**src/rtl/lag_eq_pkg.sv**
```systemverilog
// Shared types and default sizing for the lag-equality arbiter slice.
package lag_eq_pkg;

    typedef enum logic [1:0] {
        IDLE    = 2'd0,
        PRIME   = 2'd1,
        RUN     = 2'd2,
        RELEASE = 2'd3
    } state_t;

    localparam int LAG_DEF   = 2;
    localparam int BURST_DEF = 8;

endpackage

```
**src/rtl/lag_eq_core.sv**
```systemverilog
// LAG-deep bit history with a registered XNOR compare of the incoming bit
// against the bit accepted LAG shifts earlier.
module lag_eq_core
    import lag_eq_pkg::*;
#(
    parameter int LAG = LAG_DEF
) (
    input  logic clk,
    input  logic rst_n,
    input  logic clr,
    input  logic shift,
    input  logic bit_in,
    input  logic cmp_en,
    output logic match,
    output logic match_valid
);

    logic [LAG-1:0] hist_q, hist_d;
    logic           match_q, match_d;
    logic           match_valid_q, match_valid_d;

    // Next history and compare result; the compare uses the history as it
    // stands before this cycle's shift.
    always_comb begin
        hist_d        = hist_q;
        match_d       = match_q;
        match_valid_d = cmp_en;
        if (clr) begin
            hist_d = '0;
        end else if (shift) begin
            hist_d[0] = bit_in;
            for (int i = 1; i < LAG; i++) begin
                hist_d[i] = hist_q[i-1];
            end
        end
        if (cmp_en) begin
            match_d = ~(bit_in ^ hist_q[LAG-1]);
        end
    end

    // History and result registers.
    always_ff @(posedge clk) begin
        if (!rst_n) begin
            hist_q        <= '0;
            match_q       <= 1'b0;
            match_valid_q <= 1'b0;
        end else begin
            hist_q        <= hist_d;
            match_q       <= match_d;
            match_valid_q <= match_valid_d;
        end
    end

    assign match       = match_q;
    assign match_valid = match_valid_q;

endmodule

```
**src/rtl/lag_eq_arbiter.sv**
```systemverilog
// Round-robin arbiter that time-shares one lag-equality checker among NREQ
// serial-bit requesters, with a per-session bit limit and history cleared
// between owners.
module lag_eq_arbiter
    import lag_eq_pkg::*;
#(
    parameter int NREQ  = 4,
    parameter int LAG   = LAG_DEF,
    parameter int BURST = BURST_DEF
) (
    input  logic                     clk,
    input  logic                     rst_n,
    input  logic [NREQ-1:0]          req,
    input  logic [NREQ-1:0]          bit_valid,
    input  logic [NREQ-1:0]          bit_in,
    input  logic [NREQ-1:0]          bit_last,
    output logic [NREQ-1:0]          gnt,
    output logic                     busy,
    output logic                     match_valid,
    output logic                     match,
    output logic [$clog2(NREQ)-1:0]  match_owner
);

    localparam int OW = $clog2(NREQ);
    localparam int CW = $clog2(BURST + 1);

    state_t          state_q, state_d;
    logic [NREQ-1:0] gnt_q, gnt_d;
    logic            busy_q, busy_d;
    logic [OW-1:0]   owner_q, owner_d;
    logic [OW-1:0]   ptr_q, ptr_d;
    logic [CW-1:0]   cnt_q, cnt_d;
    logic [OW-1:0]   match_owner_q, match_owner_d;

    logic            pick_found;
    logic [OW-1:0]   pick_idx;
    logic            accept;
    logic [CW-1:0]   cnt_inc;
    logic            session_end;
    logic            core_clr;
    logic            core_shift;
    logic            core_cmp_en;

    // Rotating priority search: first set req at or after ptr, wrapping.
    always_comb begin
        pick_found = 1'b0;
        pick_idx   = '0;
        for (int i = 0; i < NREQ; i++) begin
            if (!pick_found && req[(int'(ptr_q) + i) % NREQ]) begin
                pick_found = 1'b1;
                pick_idx   = OW'((int'(ptr_q) + i) % NREQ);
            end
        end
    end

    // Session FSM: accept qualification, bit counting, end detection and
    // hand-off to the next requester.
    always_comb begin
        state_d       = state_q;
        gnt_d         = gnt_q;
        busy_d        = busy_q;
        owner_d       = owner_q;
        ptr_d         = ptr_q;
        cnt_d         = cnt_q;
        match_owner_d = match_owner_q;
        core_clr      = 1'b0;
        core_shift    = 1'b0;
        core_cmp_en   = 1'b0;

        accept      = busy_q & gnt_q[owner_q] & bit_valid[owner_q];
        cnt_inc     = cnt_q + 1'b1;
        // Abort (req dropped) ends the session even without an accept; an
        // accept that is the last bit or hits the cap ends it too.
        session_end = (accept & (bit_last[owner_q] | (cnt_inc == CW'(BURST))))
                      | ~req[owner_q];

        unique case (state_q)
            IDLE: begin
                if (pick_found) begin
                    owner_d = pick_idx;
                    gnt_d   = {{(NREQ-1){1'b0}}, 1'b1} << pick_idx;
                    busy_d  = 1'b1;
                    cnt_d   = '0;
                    state_d = PRIME;
                end
            end
            PRIME: begin
                if (accept) begin
                    core_shift = 1'b1;
                    cnt_d      = cnt_inc;
                end
                if (session_end) begin
                    gnt_d   = '0;
                    busy_d  = 1'b0;
                    state_d = RELEASE;
                end else if (accept && (cnt_inc == CW'(LAG))) begin
                    state_d = RUN;
                end
            end
            RUN: begin
                if (accept) begin
                    core_shift    = 1'b1;
                    core_cmp_en   = 1'b1;
                    cnt_d         = cnt_inc;
                    match_owner_d = owner_q;
                end
                if (session_end) begin
                    gnt_d   = '0;
                    busy_d  = 1'b0;
                    state_d = RELEASE;
                end
            end
            RELEASE: begin
                core_clr = 1'b1;
                cnt_d    = '0;
                // Releasing owner becomes lowest priority next time round.
                ptr_d    = (owner_q == OW'(NREQ - 1)) ? '0 : owner_q + 1'b1;
                state_d  = IDLE;
            end
            default: begin
                state_d = IDLE;
            end
        endcase
    end

    // Control and owner registers.
    always_ff @(posedge clk) begin
        if (!rst_n) begin
            state_q       <= IDLE;
            gnt_q         <= '0;
            busy_q        <= 1'b0;
            owner_q       <= '0;
            ptr_q         <= '0;
            cnt_q         <= '0;
            match_owner_q <= '0;
        end else begin
            state_q       <= state_d;
            gnt_q         <= gnt_d;
            busy_q        <= busy_d;
            owner_q       <= owner_d;
            ptr_q         <= ptr_d;
            cnt_q         <= cnt_d;
            match_owner_q <= match_owner_d;
        end
    end

    lag_eq_core #(
        .LAG (LAG)
    ) u_core (
        .clk         (clk),
        .rst_n       (rst_n),
        .clr         (core_clr),
        .shift       (core_shift),
        .bit_in      (bit_in[owner_q]),
        .cmp_en      (core_cmp_en),
        .match       (match),
        .match_valid (match_valid)
    );

    assign gnt         = gnt_q;
    assign busy        = busy_q;
    assign match_owner = match_owner_q;

endmodule
```
**config.mk**
```make
export PLATFORM = sky130hd
export DESIGN_NAME = lag_eq_arbiter
export DESIGN_NICKNAME = d
export VERILOG_FILES = /design/src/rtl/lag_eq_pkg.sv /design/src/rtl/lag_eq_core.sv /design/src/rtl/lag_eq_arbiter.sv
export SDC_FILE = /design/constraint.sdc
export NUM_CORES = 1
export LEC_CHECK = 0
export BUFFER_PORTS_ARGS = -buffer_cell sky130_fd_sc_hd__buf_4
export CORE_ASPECT_RATIO = 0.8
export CORE_UTILIZATION = 48
export CTS_CLUSTER_DIAMETER = 150
export DETAILED_ROUTE_END_ITERATION = 10
export HOLD_SLACK_MARGIN = 0.06
export PLACE_DENSITY = 0.74
export RECOVER_POWER = 100
export SLEW_MARGIN = 15
export SYNTH_ARGS = -nofsm -noshare
export SYNTH_HDL_FRONTEND = slang
export SYNTH_SLANG_ARGS = --single-unit
```
**constraint.sdc**
```tcl
create_clock -name clk -period 2.01 [get_ports clk]
set_clock_uncertainty 0.1 [all_clocks]
set_input_delay 0.3015 -clock clk [delete_from_list [all_inputs] [get_ports clk]]
set_output_delay 0.3015 -clock clk [all_outputs]
set_load 0.02 [all_outputs]
```
==> results.txt <==
outcome - completed
crit path kind - reg2reg
fin cells - 221
CTS tree - yes
clock latency on the worst-skew pair - 0.31 ns
endpoints failing setup - 0
Fillers - 208
Most Used Layer, Global Route - met2
clock sinks - 21
peak supply drop - 0.0006199 V
setup tns final - 0 ns
Longest Clk Path Bufs - 2
critical path arrival - 2.08 ns
Syn Area/Cell - 8.767 µm²
area share of the largest cell type after synthesis - 32.62%
NumNets Final - 212
FF+latch area - 425.4 µm²
global-route wire length before repair - 5009 µm
area grow syn2layout - 27.77%
grt total ovfl - 0
drt first pass iters - 4
Initial Util - 51.50%
Gate Count Post-Synth - 147
P_leak - 0.6773 nW
RSZ-0062 raised after global routing - yes
Worst-Margin Slew - 0.3584 ns
final instance area - 0.001647 mm²
leading area contributor after synthesis - dfxtp_1
routed len/inst - 13.81 µm
Relative slew margins - 75.92%
total CTS buffers - 3
placed cell areas - 0.001632 mm²
count of state elements after synthesis - 21
# IOs - 27
DR DRC count - 0
share of layout cells above drive strength 1 - 27.57%
Startpoint Class - flop
number of global-route vias before repair - 1,149
core area - 0.002502 mm²
highest clock rate - 508.5 MHz
Vias/cell - 5.570
Die Y - 48.35 µm
PwrDens - 864.5 mW/mm²
PortBufs - 26
H-tree depth - 1
number of synthesized flops with an enable pin - 0
Die Wd - 59.93 µm
Iter 0 DRT Violations - 88
Multi-input gate area - 854.6 µm²
max-cap viol count - 0
top post-synthesis cells by area - dfxtp_1, ha_1, mux2i_1, mux4_1, nand2_1
period utilization - 97.83%
remaining antenna violation count - 0
antenna violations before repair - 0
prevailing post-synth register cell - dfxtp_1
Fin Hold WS - 0.1847 ns
gr usage total - 22.61%
post-cts hold buffer count - 0
Site Rows - 16
Final WS setup - 0.04353 ns
GR Util met1 - 29.42%
GRT met2 Usage - 37.59%
number of antenna diodes - 0
DR vias - 1,231
Cell Area, Synth - 0.001289 mm²
Crit Path Max Fanout - 2
Placed Cells - 217
endpoints failing hold - 0
Place WS - -0.007715 ns
HP Class - in2reg
largest net degree at the start of global routing - 14
final wirelength - 3051 µm
Clock transition at path regs - 0.12 ns
Req. time, crit path - 2.13 ns
CTS root buffer - clkbuf_4
Distinct cells, synth - 38
Slew Viols, Final - 0
met3 GRT Util - 5.882%
sequential-to-total area share from yosys stat - 32.62%
Placer Congestion - 0.8726
DP HPWL - 2433 µm
yosys warns - 0
setup bufs post-CTS - 0
async set-or-reset flop fraction in the synthesized netlist - 0%
Period minus WS final - 1.966 ns
syn_nets - 173
Critical Path End Type - flop
die area - 0.002897 mm²
[sequential cells by signal, indices dropped and copies added, names as in the netlist]
signal              flops
owner_q                 2
match_owner             2
gnt                     4
cnt_q                   4
u_core.hist_q           2
ptr_q                   2
u_core.match            1
u_core.match_valid      1
busy                    1
state_q                 2
[worst max-delay path, stage by stage (launching register included)]
cell and delay [ns]:
dfxtp_2 0.35, inv_2 0.05, ha_4 0.15, or4b_4 0.49, a21oi_4 0.14, nor3_2 0.06
o31a_1 0.25, o311a_1 0.28
[Yosys cell counts (all sizes together) (2+ instances only)]
cell type,count
dfxtp,21
nand2,15
nor2,14
a21oi,10
mux2i,10
ha,8
inv,8
o22ai,6
and2,5
nand2b,5
clkbuf,4
mux4,4
nand3,4
o21ai,3
a21boi,2
a31oi,2
buf,2
nand3b,2
nand4,2
nor3,2
o211ai,2
o21a,2
o221ai,2
[layer usage]
metal  wire length, µm  part of all wire (%)
met1              1374                    45
met4                17                  0.56
met5                 0                     0
met2              1486                    49
met3               173                   5.7
[final timing paths]
path,start,end,slack (ns),depth (start not counted)
hold / removal,rst_n,state_q[0]$_SDFFE_PN0P_,0.18,2
hold reg to reg,gnt[3]$_SDFFE_PN0P_,gnt[3]$_SDFFE_PN0P_,0.40,2
setup / recovery,state_q[0]$_SDFFE_PN0P_,state_q[0]$_SDFFE_PN0P_,0.04,7
setup reg to reg,state_q[0]$_SDFFE_PN0P_,state_q[0]$_SDFFE_PN0P_,0.04,7
[placed cells by master, fill, tap and decap left out, types with 2 or more instances in the layout]
master / Yosys / layout
buf_4: 0 / 30
dfxtp_1: 21 / 17
nor2_1: 14 / 14
nand2_1: 14 / 14
mux2i_1: 10 / 10
a21oi_1: 10 / 9
clkbuf_1: 4 / 9
inv_1: 8 / 7
o22ai_1: 6 / 6
nand2b_1: 5 / 5
ha_1: 8 / 5
and2_1: 5 / 4
nand3_1: 4 / 4
dfxtp_2: 0 / 4
o21ai_0: 3 / 3
clkbuf_4: 0 / 3
mux4_2: 2 / 2
mux4_1: 2 / 2
nand3b_1: 2 / 2
o211ai_1: 2 / 2
a31oi_1: 2 / 2
o221ai_1: 2 / 2
nand4_1: 2 / 2
a21boi_0: 2 / 2
o21a_1: 2 / 2
ha_4: 0 / 2
[where the power goes]
| group | switching (mW) | internal (mW) |
|---|---|---|
| sequential | 0.0546 | 0.472 |
| combinational | 0.366 | 0.317 |
| clock | 0.139 | 0.0745 |
[per-stage QoR]
stage               power (mW)  util, %
global placement         1.205    65.20
CTS                      1.446    66.80
global route             1.513    65.80
finish                   1.423    65.80
floorplan               0.9733        -
detailed placement       1.231    65.20
[cell type report]
class,instances,area share (%)
clock buffers,3,1.368
clock inverters,1,0.3040
inverters,8,1.824
multi-input cells,112,51.90
flip-flops and latches,21,25.84
well taps,36,2.736
repair buffers,40,16.03
[logic make-up (layout without fill, tap and decap cells)]
| group | Yosys count | after routing | synth area share (%) |
|---|---|---|---|
| simple gates | 53 | 53 | 20.29 |
| xor+xnor | 1 | 1 | 0.6797 |
| flops | 21 | 21 | 32.62 |
| compound gates | 36 | 36 | 18.54 |
| mux | 14 | 14 | 15.34 |
| fa+ha+maj | 8 | 8 | 7.767 |
| buf+inv | 14 | 52 | 4.757 |
[repair_timing]
item / in CTS / in global routing
setup endpoints to repair: 1 / 6
resized for setup: 3 / 3
pin swaps: 2 / 1
hold endpoints to repair: 0 / 0
Note: power is estimated with default switching activity, not from simulation.
